===== config.mk =====
export PLATFORM = sky130hd
export DESIGN_NAME = fifo_pack_reader
export DESIGN_NICKNAME = d
export VERILOG_FILES = /design/src/rtl/fifo_pack_reader.sv
export SDC_FILE = /design/constraint.sdc
export NUM_CORES = 1
export LEC_CHECK = 0
export CORE_MARGIN = 4
export CORE_UTILIZATION = 51
export DETAILED_ROUTE_END_ITERATION = 10
export MAX_ROUTING_LAYER = met4
export PLACE_DENSITY = 0.84
export SLEW_MARGIN = 30
export SYNTH_ARGS = -nofsm -noshare
export SYNTH_HDL_FRONTEND = slang
export SYNTH_SLANG_ARGS = --single-unit

===== constraint.sdc =====
create_clock -name clk -period 4.8 [get_ports clk]
set_input_delay 0.48 -clock clk [delete_from_list [all_inputs] [get_ports clk]]
set_output_delay 0.48 -clock clk [all_outputs]
set_load 0.01 [all_outputs]

===== src/rtl/fifo_pack_reader.sv =====
// Show-ahead FIFO consumer: packs PACK_NUM narrow entries into one wide valid/ready beat,
// flushing a partial pack early on idle timeout or an explicit flush request.
module fifo_pack_reader #(
  parameter int unsigned DATA_WIDTH = 8,
  parameter int unsigned PACK_NUM   = 4,
  parameter int unsigned TIMEOUT    = 16
) (
  input  logic                         clk,
  input  logic                         rst_n,
  input  logic                         fifo_empty_i,
  input  logic [DATA_WIDTH-1:0]        fifo_read_data_i,
  output logic                         fifo_read_en_o,
  input  logic                         flush_i,
  output logic                         out_valid_o,
  input  logic                         out_ready_i,
  output logic [PACK_NUM*DATA_WIDTH-1:0] out_data_o,
  output logic [PACK_NUM-1:0]          out_mask_o,
  output logic                         busy_o
);

  localparam int unsigned IDX_W = $clog2(PACK_NUM + 1);
  localparam int unsigned CNT_W = (TIMEOUT > 0) ? $clog2(TIMEOUT + 1) : 1;
  localparam int unsigned OUT_W = PACK_NUM * DATA_WIDTH;

  typedef enum logic [0:0] {
    FILL = 1'b0,
    SEND = 1'b1
  } state_t;

  state_t              state_q, state_d;
  logic [IDX_W-1:0]    idx_q, idx_d;
  logic [CNT_W-1:0]    cnt_q, cnt_d;
  logic [OUT_W-1:0]    data_q, data_d;
  logic [PACK_NUM-1:0] mask_q, mask_d;
  logic                busy_q, busy_d;
  logic                timeout_hit;

  // Pop only while filling; held low during reset so the FIFO is never touched.
  assign fifo_read_en_o = (state_q == FILL) & ~fifo_empty_i & rst_n;

  assign timeout_hit = (TIMEOUT != 0) && (cnt_q == CNT_W'(TIMEOUT - 1));

  // Next-state, lane fill and idle-timer logic.
  always_comb begin
    state_d = state_q;
    idx_d   = idx_q;
    cnt_d   = cnt_q;
    data_d  = data_q;
    mask_d  = mask_q;

    unique case (state_q)
      FILL: begin
        if (fifo_read_en_o) begin
          for (int unsigned k = 0; k < PACK_NUM; k++) begin
            if (idx_q == IDX_W'(k)) begin
              data_d[k*DATA_WIDTH +: DATA_WIDTH] = fifo_read_data_i;
              mask_d[k] = 1'b1;
            end
          end
          cnt_d = '0;
          if (idx_q == IDX_W'(PACK_NUM - 1)) begin
            idx_d   = '0;
            state_d = SEND;
          end else begin
            idx_d = idx_q + IDX_W'(1);
            // A flush arriving with a pop keeps the popped entry in this pack.
            if (flush_i) state_d = SEND;
          end
        end else if (idx_q != '0) begin
          if (flush_i || timeout_hit) begin
            state_d = SEND;
          end else if (cnt_q != {CNT_W{1'b1}}) begin
            cnt_d = cnt_q + CNT_W'(1);
          end
        end else begin
          cnt_d = '0;
        end
      end
      SEND: begin
        if (out_ready_i) begin
          state_d = FILL;
          idx_d   = '0;
          cnt_d   = '0;
          data_d  = '0;
          mask_d  = '0;
        end
      end
      default: state_d = FILL;
    endcase

    busy_d = (idx_d != '0) || (state_d == SEND);
  end

  // State and datapath registers.
  always_ff @(posedge clk) begin
    if (!rst_n) begin
      state_q <= FILL;
      idx_q   <= '0;
      cnt_q   <= '0;
      data_q  <= '0;
      mask_q  <= '0;
      busy_q  <= 1'b0;
    end else begin
      state_q <= state_d;
      idx_q   <= idx_d;
      cnt_q   <= cnt_d;
      data_q  <= data_d;
      mask_q  <= mask_d;
      busy_q  <= busy_d;
    end
  end

  assign out_valid_o = (state_q == SEND);
  assign out_data_o  = data_q;
  assign out_mask_o  = mask_q;
  assign busy_o      = busy_q;

endmodule

==> impl_metrics.yaml <==
synthesis:
  synth_flop_cell: "dfxtp_1"
  ys_types: 34
  synth-simple-area-share_pct: 22.0
  synth_mux_area_share_pct: 4.22
  async_flop_share_pct: 0
  synth_xor_area_share_pct: 0
  synth_adder_area_share_pct: 4.62
  netlist_instances: 205
  synth_compound_area_share_pct: 16.8
  synth_edf_count: 0
  synth_top_family_by_area: "simple AND/OR/NAND/NOR gates"
  yosysWarnings: 0
  synth-seq-cells: 46
  avgSynthCellArea_um2: 9.25
  synth_area_um2: 1900
  ys_seq_area_share_pct: 48.5
  syn-num-nets: 225
routing:
  wire_per_inst_um: 15.1
  wl_mm: 4.56
  vias: 1588
  final_antenna_net_count: 0
  viasPerCell: 5.28
  drt-pass1-iter-count: 4
  drc: 0
  drt_iter0_markers: 97
cells_and_area:
  num-nets-final: 274
  seq_area_um2: 921
  synthToLayoutAreaGrowth_pct: 32.3
  fin_util_pct: 72.4
  design_area_um2: 2510
  n_antenna_cell: 0
  final_cell_mix: "clkdlybuf4s50_1 (51), dfxtp_1 (46), nand2_1 (33)"
  drive_gt1_share_pct: 3.92
  final_common_cell: "clkdlybuf4s50_1"
  n_fill_cell: 301
  multi_input_area_um2: 903
critical_path:
  crit_top_cell: "clkdlybuf4s50_1"
  path_class: "in -> out"
  crit_family: "buffers and inverters"
  critPathMaxStageDelay_ps: 920
  path_cells: "clkdlybuf4s50_1 > or3b_1 > inv_2 > clkdlybuf4s50_1"
  end_kind: "primary output"
  crit_required_ps: 4320
  startpoint_type: "primary input"
  crit_arrival_ps: 2560
  crit_buf_inv: 3
  crit_fanout: 25
  critPathSlowestCell: "clkdlybuf4s50_1"
clock_network:
  post_cts_buffers: 0
  cts_root_buf: "clkbuf_8"
  clockBufferDepth: 2
  numCtsBuffers: 5
  hold_buffers: 0
  clkLatencyLatePin_ps: 300
  path_clk_slew_ps: 80
  h-tree-depth: 2
  cts_resized: 0
  cts_tree: "built"
  numClockSinks: 46
floorplanning:
  start_util_pct: 54.7
  die_y_um: 69.0
  pin_count: 52
  die_x_um: 69.0
  fp-row-count: 21
  die-area_um2: 4760
  placeableCoreArea_um2: 3470
timing:
  layout_min_cycle_time_ps: 3040
  setup_viol: 0
  finalClockSkew_ps: 6.04
  hold_viol_final: 0
  setup_tns_ps: 0
  rsz0062_at_grt: "false"
  worst_pin_slew_ps: 970
  slew_headroom_pct: 34.9
  max_freq_mhz: 329
  drv_slew: 0
  min_period_over_period_pct: 63.3
placement:
  dp_hpwl_mm: 3.30
  io_buffer_count: 51
  gp_congestion: 0.796
  post_dp_cell_area_um2: 2410
power:
  irDropWorstVdd_uv: 204
  total_power_uw: 773
  power_density_nw_per_um2: 308
  p_leak_uw: 0.000937
global_routing:
  grt-ovfl-total: 0
  grt_pass1_wl_mm: 7.34
  grt_pass1_vias: 1541
  grt.total_usage_pct: 21.8
  grt_max_degree: 26
  antenna_found_initial: 0
run_status:
  outcome: "completed"
min_path:
  min_path_type: "reg -> reg"
run:
  max_cap_violations: 0
-- worst paths after layout --
check           startpoint        endpoint  slack (ps)  depth (start not counted)
min reg2reg  out_mask_o[2]   out_mask_o[2]         460                          1
max                  rst_n  fifo_read_en_o        1760                          4
min          out_mask_o[2]   out_mask_o[2]         460                          1
max reg2reg    out_valid_o  out_data_o[30]        2520                          4
-- power breakdown --
| part | internal (uW) | total, uW | switching (uW) |
|---|---|---|---|
| clock | 116 | 242 | 127 |
| combinational | 59.3 | 118 | 58.8 |
| sequential | 399 | 412 | 13.4 |
| total | 574 | 773 | 199 |
-- flip-flops by register name, indices dropped and copies added, names as in the netlist --
name         flops
idx_q            3
out_mask_o       4
busy_o           1
out_data_o      32
out_valid_o      1
cnt_q            5
-- final cells by class --
cell class	count	area share, %
Clock buffer	6	3.29
Clock inverter	2	0.499
Inverter	6	0.897
Multi-Input combinational cell	144	36.0
Sequential cell	46	36.7
Tap cell	46	2.29
Timing Repair Buffer	51	20.3
-- stage by stage --
step	hold WS (ps)	setup slack, ps	cells
6_report	458	1760	301
5_1_grt	483	1670	301
4_1_cts	460	1770	301
3_5_place_dp	440	1700	293
3_3_place_gp	438	1750	293
2_1_floorplan	443	2810	205
-- kinds of logic (layout without fill, tap and decap cells) --
logic type | Yosys count | after routing
flip-flops | 46 | 46
buffers and inverters | 15 | 65
adder cells (fa/ha/maj) | 7 | 7
AO/OA/AOI/OAI | 46 | 46
AND/OR/NAND/NOR | 83 | 83
multiplexers | 8 | 8
-- worst register-to-register path, stage by stage, from the launching register on --
cell	delay (ps)
dfxtp_1	480
or3b_1	500
o21ai_1	790
mux2i_1	330
nor2b_1	70
-- per-layer routing --
layer  part of all wire [%]  GRT usage (%)  routed length [um]
met1                     48           28.7                2180
met2                     46           32.6                2080
met3                    5.2           5.35                 236
met4                    1.2           7.54                  55
met5                      0              -                   0
-- synth_stat cells, types with 3 or more instances --
| library cell | n | area, um^2 |
|---|---|---|
| dfxtp_1 | 46 | 921 |
| nand2_1 | 33 | 124 |
| nor2b_1 | 21 | 131 |
| nand3_1 | 11 | 55.1 |
| o21ai_0 | 11 | 55.1 |
| a21boi_0 | 10 | 75.1 |
| a22o_1 | 8 | 70.1 |
| mux2i_1 | 8 | 80.1 |
| ha_1 | 7 | 87.6 |
| clkbuf_1 | 5 | 18.8 |
| inv_1 | 5 | 18.8 |
| a31oi_1 | 4 | 25.0 |
| and3_1 | 4 | 25.0 |
| nor2_1 | 4 | 15.0 |
| a21oi_1 | 3 | 15.0 |
(Power assumes the default switching activity.)
==> RTL edit, RTL diff (same flow settings) <==
Take the reset off `data_q` and load it in a clocked block of its own.
--- a/src/rtl/fifo_pack_reader.sv
+++ b/src/rtl/fifo_pack_reader.sv
@@ -98,5 +98,4 @@
       idx_q   <= '0;
       cnt_q   <= '0;
-      data_q  <= '0;
       mask_q  <= '0;
       busy_q  <= 1'b0;
@@ -105,8 +104,11 @@
       idx_q   <= idx_d;
       cnt_q   <= cnt_d;
-      data_q  <= data_d;
       mask_q  <= mask_d;
       busy_q  <= busy_d;
     end
+  end
+
+  always_ff @(posedge clk) begin
+    data_q <= data_d;
   end
 
Behaviour: differs if rst_n is asserted again (counterexample within 4 cycles, from zero or initial values and one cycle with rst_n low); with rst_n held inactive, the same outputs for 10 cycles.
==> RTL edit against the original RTL <==
- combinational power is 29% lower
- wire length is 26% lower
- sequential cell count stayed put
- largest cell class unchanged
- utilization is 1.1 points lower
- synthesized area is 4.5% lower
- design area is 3.8% lower
- power is 8.8% lower
- register-to-register slack better by 0.15 ns
- die area is 4.0% lower
- final cell count is 21% lower
- clock skew is 0.0056 ns higher
- worst setup slack better by 0.24 ns
==> RTL edit: results (changes against the original RTL) <==
[route]
drtPass1Iterations=4  ; unchanged
drtIter0Drc=46  ; was 97
num_vias=1219  ; was 1588
postRouteWirelength_mm=3.39  ; was 4.56 mm
ant_nets=0  ; unchanged

[worst_setup_path]
rrSetupSlack_ns=2.67  ; was 2.52 ns
r2r-end=cnt_q[1]$_SDFFE_PN0P_  ; was out_data_o[30]$_SDFFE_PN0P_
worstRegToRegCells=7  ; was 4
r2r_start=cnt_q[0]$_SDFFE_PN0P_  ; was out_valid_o$_SDFF_PN0_
cpPeakStageDelay_ns=0.75  ; was 0.92 ns
cp.arrival_ns=2.32  ; was 2.56 ns
endpoint=fifo_read_en_o  ; unchanged
worst-path-max-fanout=16  ; was 25
slowest_stage=clkdlybuf4s50_1  ; unchanged

[clock_tree]
ctsResizeCount=0  ; unchanged
cts_hold_buffers=0  ; unchanged
clk_pin_slew_ns=0.11  ; was 0.08 ns
cts-root-buf=clkbuf_4  ; was clkbuf_8
htreeDepth=2  ; unchanged
clock_latency_ns=0.35  ; was 0.30 ns
clockBufferDepth=2  ; unchanged
post_cts_buffers=0  ; unchanged

[finish]
final_cells=239  ; was 301
layout-drive-gt1-share=0.0570  ; was 0.0392
nets=212  ; was 274
num-fill-cells=227  ; was 301
insertedDiodeCount=0  ; unchanged

[status]
status=finished clean  ; unchanged

[power]
p_leak_uw=0.000878  ; was 0.000937 uW
vdd_drop_max_uv=204  ; about the same

[placement]
place.gp.congestion=0.932  ; was 0.796
dpl.cell_count=231  ; was 293
portBuffers=51  ; unchanged
post-dp-hpwl_mm=2.53  ; was 3.30 mm

[worst_hold_path]
worstHoldStart=out_mask_o[2]$_SDFFE_PN0P_  ; unchanged
whs_path_depth=2  ; was 1
min_to=out_mask_o[2]$_SDFFE_PN0P_  ; unchanged

[yosys]
synth_seq_area_share=0.685  ; was 0.485
yosys.area.top_type=edfxtp_1  ; was dfxtp_1
synth_edf_count=32  ; was 0
postSynthAreaPerCell_um2=13.1  ; was 9.25 um2
ys_top_cells_by_area=edfxtp_1, dfxtp_1, ha_1  ; was dfxtp_1, nor2b_1, nand2_1
synthDistinctLibCells=32  ; was 34
yosys_warnings=0  ; unchanged
ys_async_sr_fraction=0  ; unchanged
yosys-top-cells-count=edfxtp_1, nand2_1, dfxtp_1, nor2b_1, a21oi_1  ; was dfxtp_1, nand2_1, nor2b_1, nand3_1, o21ai_0
syn-num-nets=158  ; was 225

[global_routing]
grt_pass1_vias=1136  ; was 1541
antenna_found_initial=0  ; unchanged
use_met1=0.194  ; was 0.287
grt_pass1_wl_mm=5.29  ; was 7.34 mm
grt_use_total=0.168  ; was 0.218
grt_max_degree=19  ; was 26
met2_usage=0.277  ; was 0.326
grt_use_met3=0.0499  ; was 0.0535

[sta]
clock-skew-final_ns=0.0116  ; was 0.00604 ns
slew_headroom=0.562  ; was 0.349

RTL edit: metal layers:
layer | vias to the layer above | share of wire
met3 | 4 | 0.077
met1 | 565 | 0.44
met4 | 0 | 0.0062
met2 | 53 | 0.47
met5 | - | 0
li1 | 597 | -
RTL edit: cell families (layout without fill, tap and decap cells):
group                      Yosys count  count (layout)  share of synthesized area
and+or+nand+nor                     53              53                      0.157
DFF                                 46              46                      0.685
AOI/OAI and AO/OA                   23              23                     0.0898
buffers and inverters                9              64                     0.0193
adders and majority gates            7               7                     0.0483
RTL edit: critical path, delay by kind of cell:
kind / cells / cell delay, ns
buffers and inverters: 3 / 1.42
AND/OR/NAND/NOR: 2 / 0.42
RTL edit: area by class of cell:
cell class / instances / area, um2 / share of cell area
inverters: 5 / 18.8 / 0.00777
flip-flops and latches: 46 / 1240 / 0.514
clock inverters: 2 / 10.0 / 0.00415
well taps: 46 / 57.6 / 0.0238
multi-input cells: 83 / 536 / 0.222
clock buffers: 6 / 41.3 / 0.0171
repair buffers: 51 / 510 / 0.211
RTL edit: through the flow:
step,hold slack [ns],setup WS (ns),power [uW],instance area (um2)
2_1_floorplan,0.443,2.92,499,1810
3_3_place_gp,0.459,2.04,544,2360
3_5_place_dp,0.461,2.00,547,2360
4_1_cts,0.478,1.99,712,2410
5_1_grt,0.511,1.86,737,2410
6_report,0.473,2.00,705,2410
RTL edit: power by group:
group | switching (uW) | internal (uW) | total, uW | leakage, uW
sequential | 8.62 | 444 | 453 | 0.000408
clock | 112 | 56.0 | 168 | 0.0000320
combinational | 40.4 | 43.6 | 84.0 | 0.000438
